File: config.mk
export PLATFORM = sky130hd
export DESIGN_NAME = copro_alu_arbiter_flat
export DESIGN_NICKNAME = d
export VERILOG_FILES = /design/src/rtl/copro_alu_arbiter_pkg.sv /design/src/rtl/copro_alu_arbiter_if.sv /design/src/rtl/copro_res_fifo.sv /design/src/rtl/copro_alu_arbiter.sv /design/src/flat_wrapper.sv
export SDC_FILE = /design/constraint.sdc
export NUM_CORES = 1
export LEC_CHECK = 0
export ABC_CLOCK_PERIOD_IN_PS = 5600
export BUFFER_PORTS_ARGS = -buffer_cell sky130_fd_sc_hd__buf_2
export CAP_MARGIN = 5
export CORE_AREA = 2 2 168 170
export DETAILED_ROUTE_END_ITERATION = 8
export DIE_AREA = 0 0 170 172
export PLACE_DENSITY = 0.53
export SLEW_MARGIN = 5
export SYNTH_ARGS = -nofsm -noshare
export SYNTH_HDL_FRONTEND = slang
export SYNTH_SLANG_ARGS = --single-unit
export TNS_END_PERCENT = 30
File: constraint.sdc
create_clock -name clk_i -period 5.6 [get_ports clk_i]
set_input_delay 0.28 -clock clk_i [delete_from_list [all_inputs] [get_ports clk_i]]
set_output_delay 0.28 -clock clk_i [all_outputs]
set_load 0.005 [all_outputs]
File: src/rtl/copro_alu_arbiter_pkg.sv
// Shared opcode encoding for the coprocessor ALU arbiter slice.
// NOP is the idle encoding driven to the ALU when no request is granted.
package copro_alu_arbiter_pkg;

  typedef enum logic [3:0] {
    NOP      = 4'h0,
    ROR64H   = 4'h1,
    ROR64L   = 4'h2,
    OP_ASCON = 4'h3
  } opcode_t;

endpackage

File: src/rtl/copro_alu_arbiter_if.sv
// Issue-side, ALU-side and result-side signals of the coprocessor ALU arbiter.
// The slave modport is the arbiter's view; master is the surrounding logic's view.
interface copro_alu_arbiter_if
  import copro_alu_arbiter_pkg::*;
#(
  parameter int unsigned NrReq       = 2,
  parameter int unsigned NrRgprPorts = 3,
  parameter int unsigned XLEN        = 32,
  parameter type         hartid_t    = logic,
  parameter type         id_t        = logic,
  parameter type         registers_t = logic [NrRgprPorts-1:0][XLEN-1:0]
);
  localparam int unsigned IdxW = $clog2(NrReq);

  logic [NrReq-1:0] req_valid_i;
  logic [NrReq-1:0] req_ready_o;
  opcode_t          req_opcode_i    [NrReq];
  registers_t       req_registers_i [NrReq];
  hartid_t          req_hartid_i    [NrReq];
  id_t              req_id_i        [NrReq];
  logic [4:0]       req_rd_i        [NrReq];
  logic [5:0]       req_imm_i       [NrReq];
  logic [1:0]       req_f2_i        [NrReq];

  opcode_t          alu_opcode_o;
  registers_t       alu_registers_o;
  hartid_t          alu_hartid_o;
  id_t              alu_id_o;
  logic [4:0]       alu_rd_o;
  logic [5:0]       alu_imm_o;
  logic [1:0]       alu_f2_o;

  logic [XLEN-1:0]  alu_result_i;
  logic             alu_valid_i;
  logic             alu_we_i;
  hartid_t          alu_hartid_i;
  id_t              alu_id_i;
  logic [4:0]       alu_rd_i;

  logic             res_valid_o;
  logic             res_ready_i;
  logic [IdxW-1:0]  res_req_idx_o;
  logic [XLEN-1:0]  res_result_o;
  hartid_t          res_hartid_o;
  id_t              res_id_o;
  logic [4:0]       res_rd_o;
  logic             res_we_o;
  logic             res_err_o;

  modport slave (
    input  req_valid_i, req_opcode_i, req_registers_i, req_hartid_i, req_id_i, req_rd_i,
           req_imm_i, req_f2_i,
    output req_ready_o,
    output alu_opcode_o, alu_registers_o, alu_hartid_o, alu_id_o, alu_rd_o, alu_imm_o, alu_f2_o,
    input  alu_result_i, alu_valid_i, alu_we_i, alu_hartid_i, alu_id_i, alu_rd_i,
    output res_valid_o, res_req_idx_o, res_result_o, res_hartid_o, res_id_o, res_rd_o,
           res_we_o, res_err_o,
    input  res_ready_i
  );

  modport master (
    output req_valid_i, req_opcode_i, req_registers_i, req_hartid_i, req_id_i, req_rd_i,
           req_imm_i, req_f2_i,
    input  req_ready_o,
    input  alu_opcode_o, alu_registers_o, alu_hartid_o, alu_id_o, alu_rd_o, alu_imm_o, alu_f2_o,
    output alu_result_i, alu_valid_i, alu_we_i, alu_hartid_i, alu_id_i, alu_rd_i,
    input  res_valid_o, res_req_idx_o, res_result_o, res_hartid_o, res_id_o, res_rd_o,
           res_we_o, res_err_o,
    output res_ready_i
  );

endinterface

File: src/rtl/copro_res_fifo.sv
// Small synchronous-reset FIFO for ALU result entries.
// count_o feeds the issue credit; head data reads as zero while empty.
module copro_res_fifo #(
  parameter int unsigned Depth   = 2,
  parameter type         entry_t = logic,
  localparam int unsigned CntW   = $clog2(Depth + 1)
) (
  input  logic            clk_i,
  input  logic            rst_ni,
  input  logic            push_i,
  input  entry_t          entry_i,
  input  logic            pop_i,
  output entry_t          head_o,
  output logic            valid_o,
  output logic [CntW-1:0] count_o
);
  localparam int unsigned PtrW = (Depth > 1) ? $clog2(Depth) : 1;

  entry_t          mem_q [Depth];
  logic [PtrW-1:0] wptr_q, rptr_q;
  logic [CntW-1:0] count_q;
  logic            pop;

  assign valid_o = (count_q != '0);
  assign pop     = pop_i & valid_o;
  assign count_o = count_q;
  assign head_o  = valid_o ? mem_q[rptr_q] : '0;

  always_ff @(posedge clk_i) begin
    if (!rst_ni) begin
      wptr_q  <= '0;
      rptr_q  <= '0;
      count_q <= '0;
    end else begin
      if (push_i) wptr_q <= (wptr_q == PtrW'(Depth - 1)) ? '0 : wptr_q + 1'b1;
      if (pop)    rptr_q <= (rptr_q == PtrW'(Depth - 1)) ? '0 : rptr_q + 1'b1;
      count_q <= count_q + CntW'(push_i) - CntW'(pop);
    end
  end

  always_ff @(posedge clk_i) begin
    if (push_i) mem_q[wptr_q] <= entry_i;
  end

  // Issue credit must make a push into a full FIFO without a pop impossible.
  a_no_overflow: assert property (@(posedge clk_i) disable iff (!rst_ni)
    !(push_i && !pop && (count_q == CntW'(Depth))));

endmodule

File: src/rtl/copro_alu_arbiter.sv
// Round-robin issue arbiter sharing one single-cycle ALU between NrReq requesters,
// with credit-limited issue into a result FIFO tagged by requester index.
module copro_alu_arbiter
  import copro_alu_arbiter_pkg::*;
#(
  parameter int unsigned NrReq       = 2,
  parameter int unsigned NrRgprPorts = 3,
  parameter int unsigned XLEN        = 32,
  parameter int unsigned ResDepth    = 2,
  parameter type         hartid_t    = logic,
  parameter type         id_t        = logic,
  parameter type         registers_t = logic [NrRgprPorts-1:0][XLEN-1:0]
) (
  input logic                clk_i,
  input logic                rst_ni,
  copro_alu_arbiter_if.slave bus
);
  localparam int unsigned IdxW = $clog2(NrReq);
  localparam int unsigned CntW = $clog2(ResDepth + 1);

  typedef struct packed {
    logic [IdxW-1:0] idx;
    logic [XLEN-1:0] result;
    hartid_t         hartid;
    id_t             id;
    logic [4:0]      rd;
    logic            we;
    logic            err;
  } entry_t;

  logic [IdxW-1:0] ptr_q, ptr_d, tag_q, gnt_idx;
  logic            gnt_valid, can_issue, inflight_q, pop, head_valid;
  hartid_t         hartid_q;
  id_t             id_q;
  logic [4:0]      rd_q;
  logic [CntW-1:0] count;
  entry_t          push_entry, head;

  assign pop       = head_valid & bus.res_ready_i;
  // Slots already promised (queued minus leaving plus in flight) must stay below depth.
  assign can_issue = (32'(count) - 32'(pop) + 32'(inflight_q)) < ResDepth;

  always_comb begin
    logic [IdxW:0] cand;
    gnt_valid = 1'b0;
    gnt_idx   = '0;
    cand      = '0;
    for (int unsigned k = 0; k < NrReq; k++) begin
      cand = {1'b0, ptr_q} + (IdxW + 1)'(k);
      if (cand >= (IdxW + 1)'(NrReq)) cand = cand - (IdxW + 1)'(NrReq);
      if (!gnt_valid && bus.req_valid_i[cand[IdxW-1:0]]) begin
        gnt_valid = 1'b1;
        gnt_idx   = cand[IdxW-1:0];
      end
    end
    gnt_valid = gnt_valid & can_issue & rst_ni;
  end

  assign ptr_d = !gnt_valid ? ptr_q :
                 (gnt_idx == IdxW'(NrReq - 1)) ? '0 : gnt_idx + 1'b1;

  always_comb begin
    bus.req_ready_o     = '0;
    bus.alu_opcode_o    = NOP;
    bus.alu_registers_o = '0;
    bus.alu_hartid_o    = '0;
    bus.alu_id_o        = '0;
    bus.alu_rd_o        = '0;
    bus.alu_imm_o       = '0;
    bus.alu_f2_o        = '0;
    if (gnt_valid) begin
      bus.req_ready_o[gnt_idx] = 1'b1;
      bus.alu_opcode_o         = bus.req_opcode_i[gnt_idx];
      bus.alu_registers_o      = bus.req_registers_i[gnt_idx];
      bus.alu_hartid_o         = bus.req_hartid_i[gnt_idx];
      bus.alu_id_o             = bus.req_id_i[gnt_idx];
      bus.alu_rd_o             = bus.req_rd_i[gnt_idx];
      bus.alu_imm_o            = bus.req_imm_i[gnt_idx];
      bus.alu_f2_o             = bus.req_f2_i[gnt_idx];
    end
  end

  always_ff @(posedge clk_i) begin
    if (!rst_ni) begin
      ptr_q      <= '0;
      inflight_q <= 1'b0;
      tag_q      <= '0;
      hartid_q   <= '0;
      id_q       <= '0;
      rd_q       <= '0;
    end else begin
      ptr_q      <= ptr_d;
      inflight_q <= gnt_valid;
      if (gnt_valid) begin
        tag_q    <= gnt_idx;
        hartid_q <= bus.alu_hartid_o;
        id_q     <= bus.alu_id_o;
        rd_q     <= bus.alu_rd_o;
      end
    end
  end

  // A rejected opcode still returns an entry so the requester sees the error.
  always_comb begin
    push_entry.idx = tag_q;
    if (bus.alu_valid_i) begin
      push_entry.result = bus.alu_result_i;
      push_entry.hartid = bus.alu_hartid_i;
      push_entry.id     = bus.alu_id_i;
      push_entry.rd     = bus.alu_rd_i;
      push_entry.we     = bus.alu_we_i;
      push_entry.err    = 1'b0;
    end else begin
      push_entry.result = '0;
      push_entry.hartid = hartid_q;
      push_entry.id     = id_q;
      push_entry.rd     = rd_q;
      push_entry.we     = 1'b0;
      push_entry.err    = 1'b1;
    end
  end

  copro_res_fifo #(
    .Depth   (ResDepth),
    .entry_t (entry_t)
  ) u_res_fifo (
    .clk_i   (clk_i),
    .rst_ni  (rst_ni),
    .push_i  (inflight_q),
    .entry_i (push_entry),
    .pop_i   (pop),
    .head_o  (head),
    .valid_o (head_valid),
    .count_o (count)
  );

  assign bus.res_valid_o   = head_valid;
  assign bus.res_req_idx_o = head.idx;
  assign bus.res_result_o  = head.result;
  assign bus.res_hartid_o  = head.hartid;
  assign bus.res_id_o      = head.id;
  assign bus.res_rd_o      = head.rd;
  assign bus.res_we_o      = head.we;
  assign bus.res_err_o     = head.err;

endmodule

File: src/flat_wrapper.sv
// flat-port wrapper written by rule: the top's interface ports become plain ports
module copro_alu_arbiter_flat import copro_alu_arbiter_pkg::*;
#(
  parameter int unsigned NrReq       = 2,
  parameter int unsigned NrRgprPorts = 3,
  parameter int unsigned XLEN        = 32,
  parameter int unsigned ResDepth    = 2,
  parameter type         hartid_t    = logic,
  parameter type         id_t        = logic,
  parameter type         registers_t = logic [NrRgprPorts-1:0][XLEN-1:0]
)
  (clk_i, rst_ni, bus_req_valid_i, bus_req_opcode_i, bus_req_registers_i, bus_req_hartid_i, bus_req_id_i, bus_req_rd_i, bus_req_imm_i, bus_req_f2_i, bus_req_ready_o, bus_alu_opcode_o, bus_alu_registers_o, bus_alu_hartid_o, bus_alu_id_o, bus_alu_rd_o, bus_alu_imm_o, bus_alu_f2_o, bus_alu_result_i, bus_alu_valid_i, bus_alu_we_i, bus_alu_hartid_i, bus_alu_id_i, bus_alu_rd_i, bus_res_valid_o, bus_res_req_idx_o, bus_res_result_o, bus_res_hartid_o, bus_res_id_o, bus_res_rd_o, bus_res_we_o, bus_res_err_o, bus_res_ready_i);
  copro_alu_arbiter_if #(.NrReq(NrReq), .NrRgprPorts(NrRgprPorts), .XLEN(XLEN), .hartid_t(hartid_t), .id_t(id_t), .registers_t(registers_t)) bus_i ();
  input logic clk_i;
  input logic rst_ni;
  input wire logic [$bits(bus_i.req_valid_i)-1:0] bus_req_valid_i;
  input wire logic [$bits(bus_i.req_opcode_i)-1:0] bus_req_opcode_i;
  input wire logic [$bits(bus_i.req_registers_i)-1:0] bus_req_registers_i;
  input wire logic [$bits(bus_i.req_hartid_i)-1:0] bus_req_hartid_i;
  input wire logic [$bits(bus_i.req_id_i)-1:0] bus_req_id_i;
  input wire logic [$bits(bus_i.req_rd_i)-1:0] bus_req_rd_i;
  input wire logic [$bits(bus_i.req_imm_i)-1:0] bus_req_imm_i;
  input wire logic [$bits(bus_i.req_f2_i)-1:0] bus_req_f2_i;
  output wire logic [$bits(bus_i.req_ready_o)-1:0] bus_req_ready_o;
  output wire logic [$bits(bus_i.alu_opcode_o)-1:0] bus_alu_opcode_o;
  output wire logic [$bits(bus_i.alu_registers_o)-1:0] bus_alu_registers_o;
  output wire logic [$bits(bus_i.alu_hartid_o)-1:0] bus_alu_hartid_o;
  output wire logic [$bits(bus_i.alu_id_o)-1:0] bus_alu_id_o;
  output wire logic [$bits(bus_i.alu_rd_o)-1:0] bus_alu_rd_o;
  output wire logic [$bits(bus_i.alu_imm_o)-1:0] bus_alu_imm_o;
  output wire logic [$bits(bus_i.alu_f2_o)-1:0] bus_alu_f2_o;
  input wire logic [$bits(bus_i.alu_result_i)-1:0] bus_alu_result_i;
  input wire logic [$bits(bus_i.alu_valid_i)-1:0] bus_alu_valid_i;
  input wire logic [$bits(bus_i.alu_we_i)-1:0] bus_alu_we_i;
  input wire logic [$bits(bus_i.alu_hartid_i)-1:0] bus_alu_hartid_i;
  input wire logic [$bits(bus_i.alu_id_i)-1:0] bus_alu_id_i;
  input wire logic [$bits(bus_i.alu_rd_i)-1:0] bus_alu_rd_i;
  output wire logic [$bits(bus_i.res_valid_o)-1:0] bus_res_valid_o;
  output wire logic [$bits(bus_i.res_req_idx_o)-1:0] bus_res_req_idx_o;
  output wire logic [$bits(bus_i.res_result_o)-1:0] bus_res_result_o;
  output wire logic [$bits(bus_i.res_hartid_o)-1:0] bus_res_hartid_o;
  output wire logic [$bits(bus_i.res_id_o)-1:0] bus_res_id_o;
  output wire logic [$bits(bus_i.res_rd_o)-1:0] bus_res_rd_o;
  output wire logic [$bits(bus_i.res_we_o)-1:0] bus_res_we_o;
  output wire logic [$bits(bus_i.res_err_o)-1:0] bus_res_err_o;
  input wire logic [$bits(bus_i.res_ready_i)-1:0] bus_res_ready_i;
  assign bus_i.req_valid_i = bus_req_valid_i;
  assign bus_i.req_opcode_i = {>>{bus_req_opcode_i}};
  assign bus_i.req_registers_i = {>>{bus_req_registers_i}};
  assign bus_i.req_hartid_i = {>>{bus_req_hartid_i}};
  assign bus_i.req_id_i = {>>{bus_req_id_i}};
  assign bus_i.req_rd_i = {>>{bus_req_rd_i}};
  assign bus_i.req_imm_i = {>>{bus_req_imm_i}};
  assign bus_i.req_f2_i = {>>{bus_req_f2_i}};
  assign bus_req_ready_o = bus_i.req_ready_o;
  assign bus_alu_opcode_o = bus_i.alu_opcode_o;
  assign bus_alu_registers_o = bus_i.alu_registers_o;
  assign bus_alu_hartid_o = bus_i.alu_hartid_o;
  assign bus_alu_id_o = bus_i.alu_id_o;
  assign bus_alu_rd_o = bus_i.alu_rd_o;
  assign bus_alu_imm_o = bus_i.alu_imm_o;
  assign bus_alu_f2_o = bus_i.alu_f2_o;
  assign bus_i.alu_result_i = bus_alu_result_i;
  assign bus_i.alu_valid_i = bus_alu_valid_i;
  assign bus_i.alu_we_i = bus_alu_we_i;
  assign bus_i.alu_hartid_i = bus_alu_hartid_i;
  assign bus_i.alu_id_i = bus_alu_id_i;
  assign bus_i.alu_rd_i = bus_alu_rd_i;
  assign bus_res_valid_o = bus_i.res_valid_o;
  assign bus_res_req_idx_o = bus_i.res_req_idx_o;
  assign bus_res_result_o = bus_i.res_result_o;
  assign bus_res_hartid_o = bus_i.res_hartid_o;
  assign bus_res_id_o = bus_i.res_id_o;
  assign bus_res_rd_o = bus_i.res_rd_o;
  assign bus_res_we_o = bus_i.res_we_o;
  assign bus_res_err_o = bus_i.res_err_o;
  assign bus_i.res_ready_i = bus_res_ready_i;
  copro_alu_arbiter #(.NrReq(NrReq), .NrRgprPorts(NrRgprPorts), .XLEN(XLEN), .ResDepth(ResDepth), .hartid_t(hartid_t), .id_t(id_t), .registers_t(registers_t)) u_core (.clk_i(clk_i), .rst_ni(rst_ni), .bus(bus_i));
endmodule
==> impl_metrics.csv, run 1 <==
group,metric,value,unit
final_layout,fillers,2989,
setup_path,worstSetupEndpointType,"primary output",
global_routing,grt_pass1_wl,33510,um
sta,final_hold_fails,0,
floorplan,ios,436,
routing,final_antenna_net_count,0,
sta,clock_skew,0.005570,ns
sta,setup_repair_after_global_routing_missed_its_margin,"no",
synthesis,yosysWarningCount,0,
floorplan,die-area,0.02924,mm^2
synthesis,syn_inst,676,
synthesis,ys_ff_latch,99,
global_routing,grt_resource_usage_total,14.92,%
clock_tree,tritoncts_num_sinks,99,
job,timing.max_cap.violations,0,
clock_tree,cts.htree.levels,3,
routing,dr.pass1.iters,5,
final_layout,layout-drive-gt1-share,45.84,%
final_layout,area_growth,45.68,%
sta,finalSetupViolations,0,
routing,detail_route.drc_violations,0,
setup_path,rrSetupSlack,1.84,ns
synthesis,synth_flop_cell,"edfxtp_1",
synthesis,syn_avg_cell_area,8.849,um^2
setup_path,crit_path_max_fanout,119,
clock_tree,clk_pin_slew,0.07,ns
global_routing,grt_start_max_net_pins,120,
synthesis,synth_area_leader_cell,"edfxtp_1",
setup_path,r2r-start,"u_core.u_res_fifo.count_o[0]",
floorplan,die-height,172,um
sta,final.period_utilization,75.93,%
sta,achievable-frequency,0.2352,GHz
placement,numPortBuffers,435,
synthesis,synth_edf_count,84,
routing,detail_route.vias_per_cell,4.303,
min_path,hp-class,"input port to register",
final_layout,final_core_utilization,31.72,%
power,powerDensity,398.4,mW/mm^2
global_routing,grt_remaining_overflow,0,
floorplan,dieWidth,170,um
floorplan,core_area,0.02748,mm^2
sta,final.setup.tns,0,ns
placement,placed_cell_area,0.008371,mm^2
clock_tree,post_cts.repair.setup_buffers,0,
placement,dp_hpwl,18140,um
outcome,status,"complete, no violations",
sta,slew_headroom,40.99,%
floorplan,initial_utilization,21.77,%
min_path,timing.hold.worst.start,"rst_ni",
placement,gpl.final_weighted_congestion,0.8411,
sta,post-route-min-period,4.252,ns
synthesis,yosys-top-cells-count,"nand2_1, a21oi_1, edfxtp_1",
synthesis,sequential_cell_area_fraction_in_the_yosys_report,47.19,%
final_layout,design.final.nets,1363,
power,vdd_ir_max,279.9,uV
clock_tree,cts.path.max_buffers,2,
sta,tightestPinTransition,0.8852,ns
setup_path,cp.arrival,3.97,ns
routing,detailed_router_s_first_iteration_violation_count,403,
global_routing,antenna_found_initial,5,
setup_path,critical_path_required,5.32,ns
synthesis,yosys.area.top_type_share,42.17,%
routing,num_vias,6162,
setup_path,crit_type,"register to primary output",
clock_tree,holdBufCountCts,0,
clock_tree,cts_inserted_buffers,9,
synthesis,post_synth_instance_area,0.005982,mm^2
floorplan,row_count,61,
power,cellLeakagePower,4.210,nW
synthesis,netlist_top_cells_area,"edfxtp_1, nand2_1, mux2i_1, a21oi_1, dfxtp_1",
clock_tree,clock_insertion_delay_worst_skew,0.34,ns
global_routing,vias_in_the_first_global_route,5849,
synthesis,ys_types,26,
setup_path,startpoint_type,"register",
clock_tree,cts_tree,"done",
routing,route.detailed.wl_per_inst,16.30,um
synthesis,synthArstFlopShare,0,%
setup_path,worst_setup_path_startpoint,"u_core.u_res_fifo.count_o[0]",
clock_tree,ctsRootBufferMaster,"clkbuf_16",
clock_tree,post_cts.resized_instances,0,
final_layout,final_area,0.008715,mm^2
synthesis,synth.most_common_cell,"nand2_1",
synthesis,synth_nets,962,
sta,final_max_slew_viol_count,0,
routing,drt_wl_total,23340,um
metrics by stage:
step | hold slack [ns] | instances | setup WS [ns] | power (W)
after detailed placement | 0.4896 | 1412 | 1.793 | 0.002845
after global placement | 0.4809 | 1412 | 1.830 | 0.002840
after global routing | 0.1721 | 1432 | 1.049 | 0.003755
after floorplan | 0.4017 | 676 | 2.788 | 0.002090
final | 0.1707 | 1432 | 1.348 | 0.003472
after CTS | 0.1642 | 1428 | 1.409 | 0.003535
cell families (layout without fill, tap and decap cells):
group | count (synthesis) | in the layout | share of synthesized area [%]
AOI/OAI and AO/OA | 120 | 120 | 12.07
muxes | 56 | 56 | 9.517
and+or+nand+nor | 322 | 322 | 22.09
xor gates and xnor gates | 4 | 4 | 0.5856
DFF | 99 | 99 | 47.19
buffers and inverters | 65 | 471 | 6.463
other | 0 | 4 | 0
adders and majority gates | 10 | 10 | 2.092
final cells by class:
| class | count | area (um^2) | area share [%] |
|---|---|---|---|
| clock buffers | 9 | 225.2 | 2.584 |
| diodes | 4 | 10.01 | 0.1149 |
| clock inverters | 7 | 108.9 | 1.249 |
| multi-input cells | 512 | 2809 | 32.23 |
| repair buffers | 442 | 2255 | 25.87 |
| flip-flops and latches | 99 | 2824 | 32.40 |
| well taps | 346 | 432.9 | 4.968 |
| inverters | 13 | 50.05 | 0.5743 |
sequential cells by signal, indices dropped and copies added, names as in the netlist, named ones only:
name,flops
u_core.u_res_fifo.mem_q,84
u_core.ptr_q,1
u_core.rd_q,5
u_core.u_res_fifo.count_o,2
u_core.u_res_fifo.rptr_q,1
u_core.id_q,1
u_core.inflight_q,1
u_core.tag_q,1
u_core.hartid_q,1
u_core.u_res_fifo.wptr_q,1
power by group:
group	switching, W	internal (W)
logic	0.00108	0.000723
registers	0.0000452	0.000949
clock network	0.000272	0.000401
total	0.00140	0.00207
metal layers:
| metal | global-route usage (%) | part of all wire [%] | vias up |
|---|---|---|---|
| li1 | - | - | 3065 |
| met1 | 18.62 | 41 | 2802 |
| met2 | 25.39 | 49 | 268 |
| met3 | 3.639 | 7.7 | 25 |
| met4 | 4.831 | 1.9 | 2 |
| met5 | 0 | 0.056 | - |
final timing paths:
check | end | cells after the start
setup / recovery | bus_req_ready_o[1] | 16
hold / removal | u_core.u_res_fifo.count_o[0] | 2
hold reg to reg | u_core.tag_q | 2
setup reg to reg | u_core.ptr_q | 16
critical path, cell delays in order, from the launching register on:
cell	delay [ns]
dfxtp_1	0.34
nor2_4	0.10
buf_4	0.41
nor2b_1	0.11
ha_1	0.22
ha_1	0.27
inv_1	0.04
ha_1	0.17
inv_1	0.08
ha_1	0.23
and4bb_2	0.25
o211ai_4	0.08
buf_12	0.35
clkinv_2	0.38
nand2_1	0.17
inv_1	0.07
buf_2	0.13
layout by cell type (no fill, tap or decap), types with 2 or more instances in the layout:
master     synthesis  routed
diode_2            0       4
clkinv_4           0       2
buf_4              3       5
inv_1             12      12
nor2b_1            2       2
a21oi_1           89      89
ha_1              10      10
clkbuf_16          0       9
mux2i_1           49      49
dfxtp_1           15      14
bufinv_16          0       2
xnor2_1            4       4
and2_1            35      34
a211oi_1           7       7
buf_2              7     435
edfxtp_1          84      84
mux2_2             7       7
a21oi_2           20      20
nand2_1          219     219
nor2_1            64      62
nor2_4             0       2
inv_8              0       2
buf_12             1       2
Power figures use the tool's default switching activity.
==> run 2: changes to the inputs <==
--- a/config.mk
+++ b/config.mk
@@ -5,12 +5,13 @@
 export SDC_FILE = /design/constraint.sdc
 export NUM_CORES = 1
 export LEC_CHECK = 0
-export ABC_CLOCK_PERIOD_IN_PS = 5600
+export ABC_AREA = 1
+export ABC_CLOCK_PERIOD_IN_PS = 3550
 export BUFFER_PORTS_ARGS = -buffer_cell sky130_fd_sc_hd__buf_2
 export CAP_MARGIN = 5
-export CORE_AREA = 2 2 168 170
+export CORE_AREA = 2 2 170 172
 export DETAILED_ROUTE_END_ITERATION = 8
-export DIE_AREA = 0 0 170 172
+export DIE_AREA = 0 0 172 174
 export PLACE_DENSITY = 0.53
 export SLEW_MARGIN = 5
 export SYNTH_ARGS = -nofsm -noshare
==> constraint.sdc (replaced) <==
create_clock -name clk_i -period 3.55 [get_ports clk_i]
set_input_delay 0.1775 -clock clk_i [delete_from_list [all_inputs] [get_ports clk_i]]
set_output_delay 0.1775 -clock clk_i [all_outputs]
set_load 0.005 [all_outputs]
==> run 2 against run 1 <==
Effect of this change:
- clock power increased by 45%
- sequential cell count is the same
- via count is 8.8% higher
- final cell count up 13%
- non-clock buffer count up 22
- global-route usage increased by 2.8 points
- design area up 2.2%
- sequential power grew 54%
- first-iteration DRC count increased by 4.2%
- hold slack worse by 0.060 ns
- routed wire length is 21% higher
- clock-buffer cell count unchanged
- highest routed layer unchanged
==> impl_metrics.csv, run 2 <==
group,metric,value,unit
routing,final_antenna_net_count,0,
min_path,hp-class,"input port to register",
synthesis,dominant_combinational_cell_family_by_area_after_synthesis,"simple AND/OR/NAND/NOR gates",
clock_tree,cts.path.max_buffers,2,
synthesis,synth_compound_area_share,4.545,%
global_routing,grt_remaining_overflow,0,
synthesis,yosys.area.top_type_share,44.27,%
placement,numPortBuffers,435,
synthesis,synth_fa_ha_area_share,2.196,%
synthesis,yosys.area_share.xor_xnor,0.1537,%
synthesis,synthArstFlopShare,0,%
setup_path,cp.arrival,3.20,ns
sta,clock_skew,0.004332,ns
sta,tightestPinTransition,1.004,ns
final_layout,design.final.nets,1510,
sta,final_hold_fails,0,
sta,achievable-frequency,0.2964,GHz
final_layout,layout_common_cells,"nand2_1, buf_2, edfxtp_1",
synthesis,yosys.area_share.simple,35.88,%
clock_tree,cts_tree,"done",
global_routing,grt_pass1_wl,39200,um
sta,post-route-min-period,3.374,ns
power,powerDensity,642.8,mW/mm^2
synthesis,synth_area_leader_cell,"edfxtp_1",
placement,dp_hpwl,22170,um
clock_tree,clock_insertion_delay_worst_skew,0.34,ns
final_layout,fillers,3226,
placement,place_inst,1585,
routing,dr.pass1.iters,4,
setup_path,crit_type,"register to primary output",
synthesis,ys_ff_latch,99,
global_routing,grt_resource_usage_total,17.69,%
final_layout,final-instance-count-excl-fill,1617,
setup_path,critical_path_required,3.37,ns
final_layout,regMostFlops,"u_core.u_res_fifo.mem_q",
global_routing,antenna_found_initial,7,
synthesis,synth_flop_cell,"edfxtp_1",
routing,num_vias,6706,
sta,final_max_slew_viol_count,0,
routing,detail_route.drc_violations,0,
floorplan,row_count,62,
final_layout,area_growth,56.26,%
clock_tree,ctsRootBufferMaster,"clkbuf_16",
final_layout,layout.cells.most_common,"nand2_1",
clock_tree,holdBufCountCts,0,
routing,route.detailed.wl_per_inst,17.49,um
clock_tree,cts.htree.levels,3,
synthesis,yosysWarningCount,0,
synthesis,syn_avg_cell_area,7.194,um^2
floorplan,core_area,0.02824,mm^2
synthesis,synth_edf_count,84,
min_path,hold_depth,3,
power,design_power_total,0.005723,W
synthesis,yosys-mux-area-fraction,0,%
synthesis,syn_inst,792,
clock_tree,tritoncts_num_sinks,99,
synthesis,post_synth_instance_area,0.005698,mm^2
setup_path,worst-r2r-cell-count,17,
sta,slew_headroom,33.06,%
synthesis,synth_nets,1078,
synthesis,sequential_cell_area_fraction_in_the_yosys_report,49.54,%
routing,detail_route.vias_per_cell,4.147,
floorplan,ios,436,
clock_tree,cts_inserted_buffers,9,
power,vdd_ir_max,298.7,uV
final_layout,largest_reg_flops,84,
clock_tree,clk_pin_slew,0.07,ns
final_layout,layout-drive-gt1-share,40.85,%
routing,drt_wl_total,28280,um
power,cellLeakagePower,5.111,nW
synthesis,yosys-top-cells-count,"nand2_1, edfxtp_1, inv_1",
synthesis,synth.most_common_cell,"nand2_1",
sta,finalSetupViolations,0,
synthesis,netlist_top_cells_area,"edfxtp_1, nand2_1, dfxtp_1, a21oi_1, inv_1",
sta,final.setup.tns,0,ns
floorplan,die-height,174,um
synthesis,ys_types,24,
floorplan,die-area,0.02993,mm^2
routing,detailed_router_s_first_iteration_violation_count,420,
sta,final.period_utilization,95.03,%
setup_path,worstSetupEndpointType,"primary output",
floorplan,initial_utilization,20.18,%
global_routing,grt_start_max_net_pins,49,
setup_path,startpoint_type,"register",
floorplan,dieWidth,172,um
outcome,status,"complete, no violations",
setup_path,crit_path_max_fanout,14,
job,timing.max_cap.violations,0,
placement,gpl.final_weighted_congestion,0.9896,
global_routing,vias_in_the_first_global_route,6519,
-- run 2: cell types whose count changed after synthesis, sizes merged, moves of 35 or more --
| cell | delta |
|---|---|
| nand2 | +272 |
| inv | +45 |
| nor2 | -51 |
| a21oi | -63 |
| and2 | -35 |
| mux2i | -49 |
-- run 2: critical path, cell delays in order, from the launching register on --
cell and delay (ns):
dfxtp_2 0.34, nor2_4 0.11, inv_2 0.04, nand2_2 0.05, inv_1 0.04, ha_2 0.17, ha_1 0.26, inv_1 0.06
ha_2 0.16, inv_2 0.05, ha_4 0.25, inv_1 0.05, nor2_2 0.09, nand3_2 0.13, nor3_4 0.36, buf_12 0.20
buf_16 0.15, nand2_1 0.11, nand2_1 0.10, buf_2 0.11
-- run 2: repair_timing --
item | CTS | global route
resized for setup | 0 | 21
endpoints found under the setup margin | 0 | 106
setup buffers | 0 | 7
-- run 2: logic make-up (layout without fill, tap and decap cells) --
group | Yosys count | in the layout
adders and majority gates | 10 | 10
AOI/OAI and AO/OA | 49 | 49
xor gates and xnor gates | 1 | 1
buffers and inverters | 103 | 540
other | 0 | 4
and+or+nand+nor | 530 | 530
DFF | 99 | 99
-- run 2: per-layer routing --
layer	share of wire (%)	GRT usage (%)	up-vias	wire length, um
met4	2.4	5.392	2	683
met2	47	29.30	292	13400
met5	0.046	0	-	13
li1	-	-	3321	-
met1	42	21.89	3052	11840
met3	8.3	5.556	39	2341
-- run 2: path summary, 6_finish.rpt --
check                                   end                          from  slack, ns
max                  bus_alu_registers_o[2]  u_core.u_res_fifo.count_o[1]       0.18
min          u_core.u_res_fifo.mem_q[0][17]           bus_alu_result_i[8]       0.11
max reg2reg                    u_core.ptr_q  u_core.u_res_fifo.count_o[1]       0.83
min reg2reg                        register      u_core.u_res_fifo.rptr_q       0.46
-- run 2: power by group --
part	switching [W]	internal (W)	total [W]	leakage (nW)
combinational	0.00191	0.00130	0.00321	4.07
sequential	0.0000652	0.00147	0.00153	0.902
clock	0.000428	0.000551	0.000978	0.140
-- run 2: layout make-up --
class | count | area, um^2 | share of cell area (%)
antenna | 4 | 10.01 | 0.1124
clock buffer | 9 | 225.2 | 2.530
clock inverter | 7 | 77.57 | 0.8713
inverter | 60 | 230.2 | 2.586
multi-input combinational | 590 | 2484 | 27.89
sequential | 99 | 2829 | 31.77
tap | 384 | 480.5 | 5.396
timing repair buffer | 464 | 2567 | 28.84
-- run 2: per-stage QoR --
stage	instance area (um^2)	hold WS, ns	setup slack, ns	util (%)
CTS	8647	0.09389	0.05254	30.62
global route	8904	0.1131	-0.03933	31.53
floorplan	5698	0.3208	0.7467	-
detailed placement	8344	0.4395	0.4399	29.55
global placement	8344	0.4329	0.4630	29.55
finish	8904	0.1108	0.1764	31.53
==> run 3: changes to the inputs <==
--- a/config.mk
+++ b/config.mk
@@ -5,14 +5,13 @@
 export SDC_FILE = /design/constraint.sdc
 export NUM_CORES = 1
 export LEC_CHECK = 0
-export ABC_AREA = 1
 export ABC_CLOCK_PERIOD_IN_PS = 3550
 export BUFFER_PORTS_ARGS = -buffer_cell sky130_fd_sc_hd__buf_2
 export CAP_MARGIN = 5
-export CORE_AREA = 2 2 170 172
+export CORE_AREA = 2 2 169 171
 export DETAILED_ROUTE_END_ITERATION = 8
-export DIE_AREA = 0 0 172 174
-export PLACE_DENSITY = 0.53
+export DIE_AREA = 0 0 171 173
+export PLACE_DENSITY = 0.55
 export SLEW_MARGIN = 5
 export SYNTH_ARGS = -nofsm -noshare
 export SYNTH_HDL_FRONTEND = slang
==> run 3 against run 2 <==
Effect of this change:
- hold slack lost 0.030 ns
- utilization grew 0.41 points
- setup slack gained 0.070 ns
- first-iteration DRC count shrank 34%
- die area shrank 1.2%
- clock-buffer cell count is the same
- clock skew grew 0.0052 ns
- routed wire length shrank 18%
==> impl_metrics.csv, run 3 (same netlist as run 1, synthesis figures left out) <==
group,metric,value,unit
routing,detailed_router_s_first_iteration_violation_count,279,
setup_path,worst-r2r-cell-count,15,
final_layout,fillers,3000,
floorplan,initial_utilization,21.65,%
global_routing,grt_remaining_overflow,0,
final_layout,antennaDiodeCount,0,
final_layout,multi_input_area,0.002809,mm^2
global_routing,grt_pass1_wl,33970,um
final_layout,largest_reg_flops,84,
setup_path,worstSetupEndpointType,"primary output",
power,vdd_ir_max,354.6,uV
sta,setup_repair_after_global_routing_missed_its_margin,"no",
min_path,timing.hold.worst_endpoint,"u_core.u_res_fifo.count_o[0]",
final_layout,design.final.nets,1373,
power,part_of_the_total_power_dissipated_in_sequential_elements,28.4,%
clock_tree,clk_pin_slew,0.07,ns
routing,num_vias,6264,
min_path,timing.hold.worst.start,"rst_ni",
sta,final_hold_fails,0,
setup_path,timing.critical_path.mode_cell,"ha_1",
setup_path,critical_path_required,3.37,ns
clock_tree,tritoncts_num_sinks,99,
setup_path,cp_top_family,"adder cells",
sta,clock_skew,0.009527,ns
power,powerDensity,625.9,mW/mm^2
routing,dr.pass1.iters,4,
setup_path,r2r-end,"u_core.ptr_q",
sta,post-route-min-period,3.303,ns
global_routing,antenna_found_initial,2,
placement,numPortBuffers,435,
global_routing,grt_resource_usage_total,14.62,%
clock_tree,cts_inserted_buffers,9,
setup_path,max_stage_delay,0.40,ns
setup_path,cp.arrival,3.13,ns
setup_path,startpoint_type,"register",
sta,tightestPinTransition,0.8511,ns
floorplan,ios,436,
placement,place_inst,1453,
setup_path,crit_slowest_cell,"dfxtp_1",
power,internal_power,0.003247,W
routing,detail_route.drc_violations,0,
final_layout,regMostFlops,"u_core.u_res_fifo.mem_q",
routing,final_antenna_net_count,0,
final_layout,area.sequential,0.002824,mm^2
power,cellLeakagePower,4.259,nW
placement,gpl.final_weighted_congestion,0.9198,
floorplan,row_count,61,
setup_path,crit_path_max_fanout,60,
setup_path,r2r-start,"u_core.u_res_fifo.count_o[0]",
setup_path,rrSetupSlack,0.73,ns
min_path,hp-class,"input port to register",
floorplan,dieWidth,171,um
sta,final.setup.tns,0,ns
floorplan,core_area,0.02763,mm^2
min_path,hold_depth,2,
power,p_sw_share,41.22,%
outcome,status,"complete, no violations",
setup_path,crit_chain,"nor2_4 > nor2b_1 > ha_1 > ha_1 > inv_1 > ha_1 > inv_1 > ha_1 > nor4b_2 > o211ai_4 > clkbuf_16 > a21oi_1 > buf_2",
clock_tree,cts.htree.levels,3,
sta,final_max_slew_viol_count,0,
global_routing,grt_start_max_net_pins,120,
clock_tree,clock_insertion_delay_worst_skew,0.34,ns
sta,achievable-frequency,0.3027,GHz
placement,dp_hpwl,18230,um
power,power.switching,0.002277,W
final_layout,area_growth,47.52,%
global_routing,vias_in_the_first_global_route,6084,
setup_path,critical_path.n_buffers_inverters,4,
routing,drt_wl_total,23260,um
sta,slew_headroom,43.04,%
clock_tree,cts.path.max_buffers,2,
clock_tree,ctsRootBufferMaster,"clkbuf_16",
job,timing.max_cap.violations,0,
floorplan,die-area,0.02958,mm^2
power,clock_power_share,18.4,%
final_layout,layout-drive-gt1-share,46.34,%
clock_tree,holdBufCountCts,0,
sta,finalSetupViolations,0,
final_layout,final-instance-count-excl-fill,1470,
clock_tree,cts_tree,"done",
final_layout,layout_common_cells,"buf_2, nand2_1, a21oi_1",
setup_path,crit_type,"register to primary output",
final_layout,final_core_utilization,31.94,%
sta,final.period_utilization,93.05,%
routing,route.detailed.wl_per_inst,15.82,um
routing,detail_route.vias_per_cell,4.261,
power,p_comb_share,53.2,%
floorplan,die-height,173,um
final_layout,layout.cells.most_common,"buf_2",
==> run 3: cell count changes in the layout (fill, tap and decap cells not counted), moves of 34 or more <==
| cell | before | now |
|---|---|---|
| nand2_1 | 487 | 219 |
| nor2_1 | 9 | 62 |
| mux2i_1 | 0 | 49 |
| a21oi_1 | 45 | 89 |
| inv_1 | 53 | 12 |
| and2_1 | 0 | 34 |
==> run 3: how the worst max path moves through the flow <==
stage | from | endpoint | slack, ns | cells after the start
floorplan | u_core.u_res_fifo.count_o[0] | bus_alu_imm_o[0] | 0.84 | 14
CTS | u_core.u_res_fifo.count_o[0] | bus_req_ready_o[1] | 0.008 | 15
global route | u_core.u_res_fifo.count_o[0] | bus_alu_registers_o[56] | 0.07 | 13
global placement | u_core.u_res_fifo.count_o[0] | bus_req_ready_o[1] | 0.43 | 15
finish | u_core.u_res_fifo.count_o[0] | bus_alu_registers_o[56] | 0.25 | 13
detailed placement | u_core.u_res_fifo.count_o[0] | bus_req_ready_o[1] | 0.38 | 15
==> run 3: power by group through the flow <==
stage	sequential [W]	clock (W)	combinational (W)
2_1_floorplan	0.00158	0	0.00172
3_3_place_gp	0.00159	0	0.00291
3_5_place_dp	0.00160	0	0.00292
4_1_cts	0.00157	0.00104	0.00293
5_1_grt	0.00159	0.00109	0.00325
6_report	0.00157	0.00101	0.00294
==> run 3: per-layer routing <==
| layer | track usage (%) | vias up | wire [um] |
|---|---|---|---|
| met5 | 0 | - | 0 |
| met2 | 25.34 | 260 | 11490 |
| met3 | 3.090 | 12 | 1616 |
| met4 | 2.260 | 0 | 131 |
| met1 | 18.93 | 2912 | 10030 |
| li1 | - | 3080 | - |
==> run 3: layout make-up <==
type	count	share of cell area, %
flip-flops and latches	99	32.00
multi-input cells	512	31.83
repair buffers	452	26.64
well taps	378	5.359
clock buffers	9	2.552
clock inverters	7	1.049
inverters	13	0.5671
==> run 3: per-stage QoR <==
stage	setup WS (ns)	hold WS, ns	power [W]	area, um^2
after floorplan	0.8408	0.2992	0.003296	5982
after global placement	0.4344	0.4379	0.004497	8491
after detailed placement	0.3841	0.4430	0.004515	8491
after CTS	0.007790	0.08657	0.005547	8808
after global routing	0.06785	0.1017	0.005932	8825
final	0.2466	0.08041	0.005524	8825
==> run 3: repair_timing <==
action	CTS	global route
gates resized for setup	0	2
endpoints found under the setup margin	0	1
buffers inserted	0	0
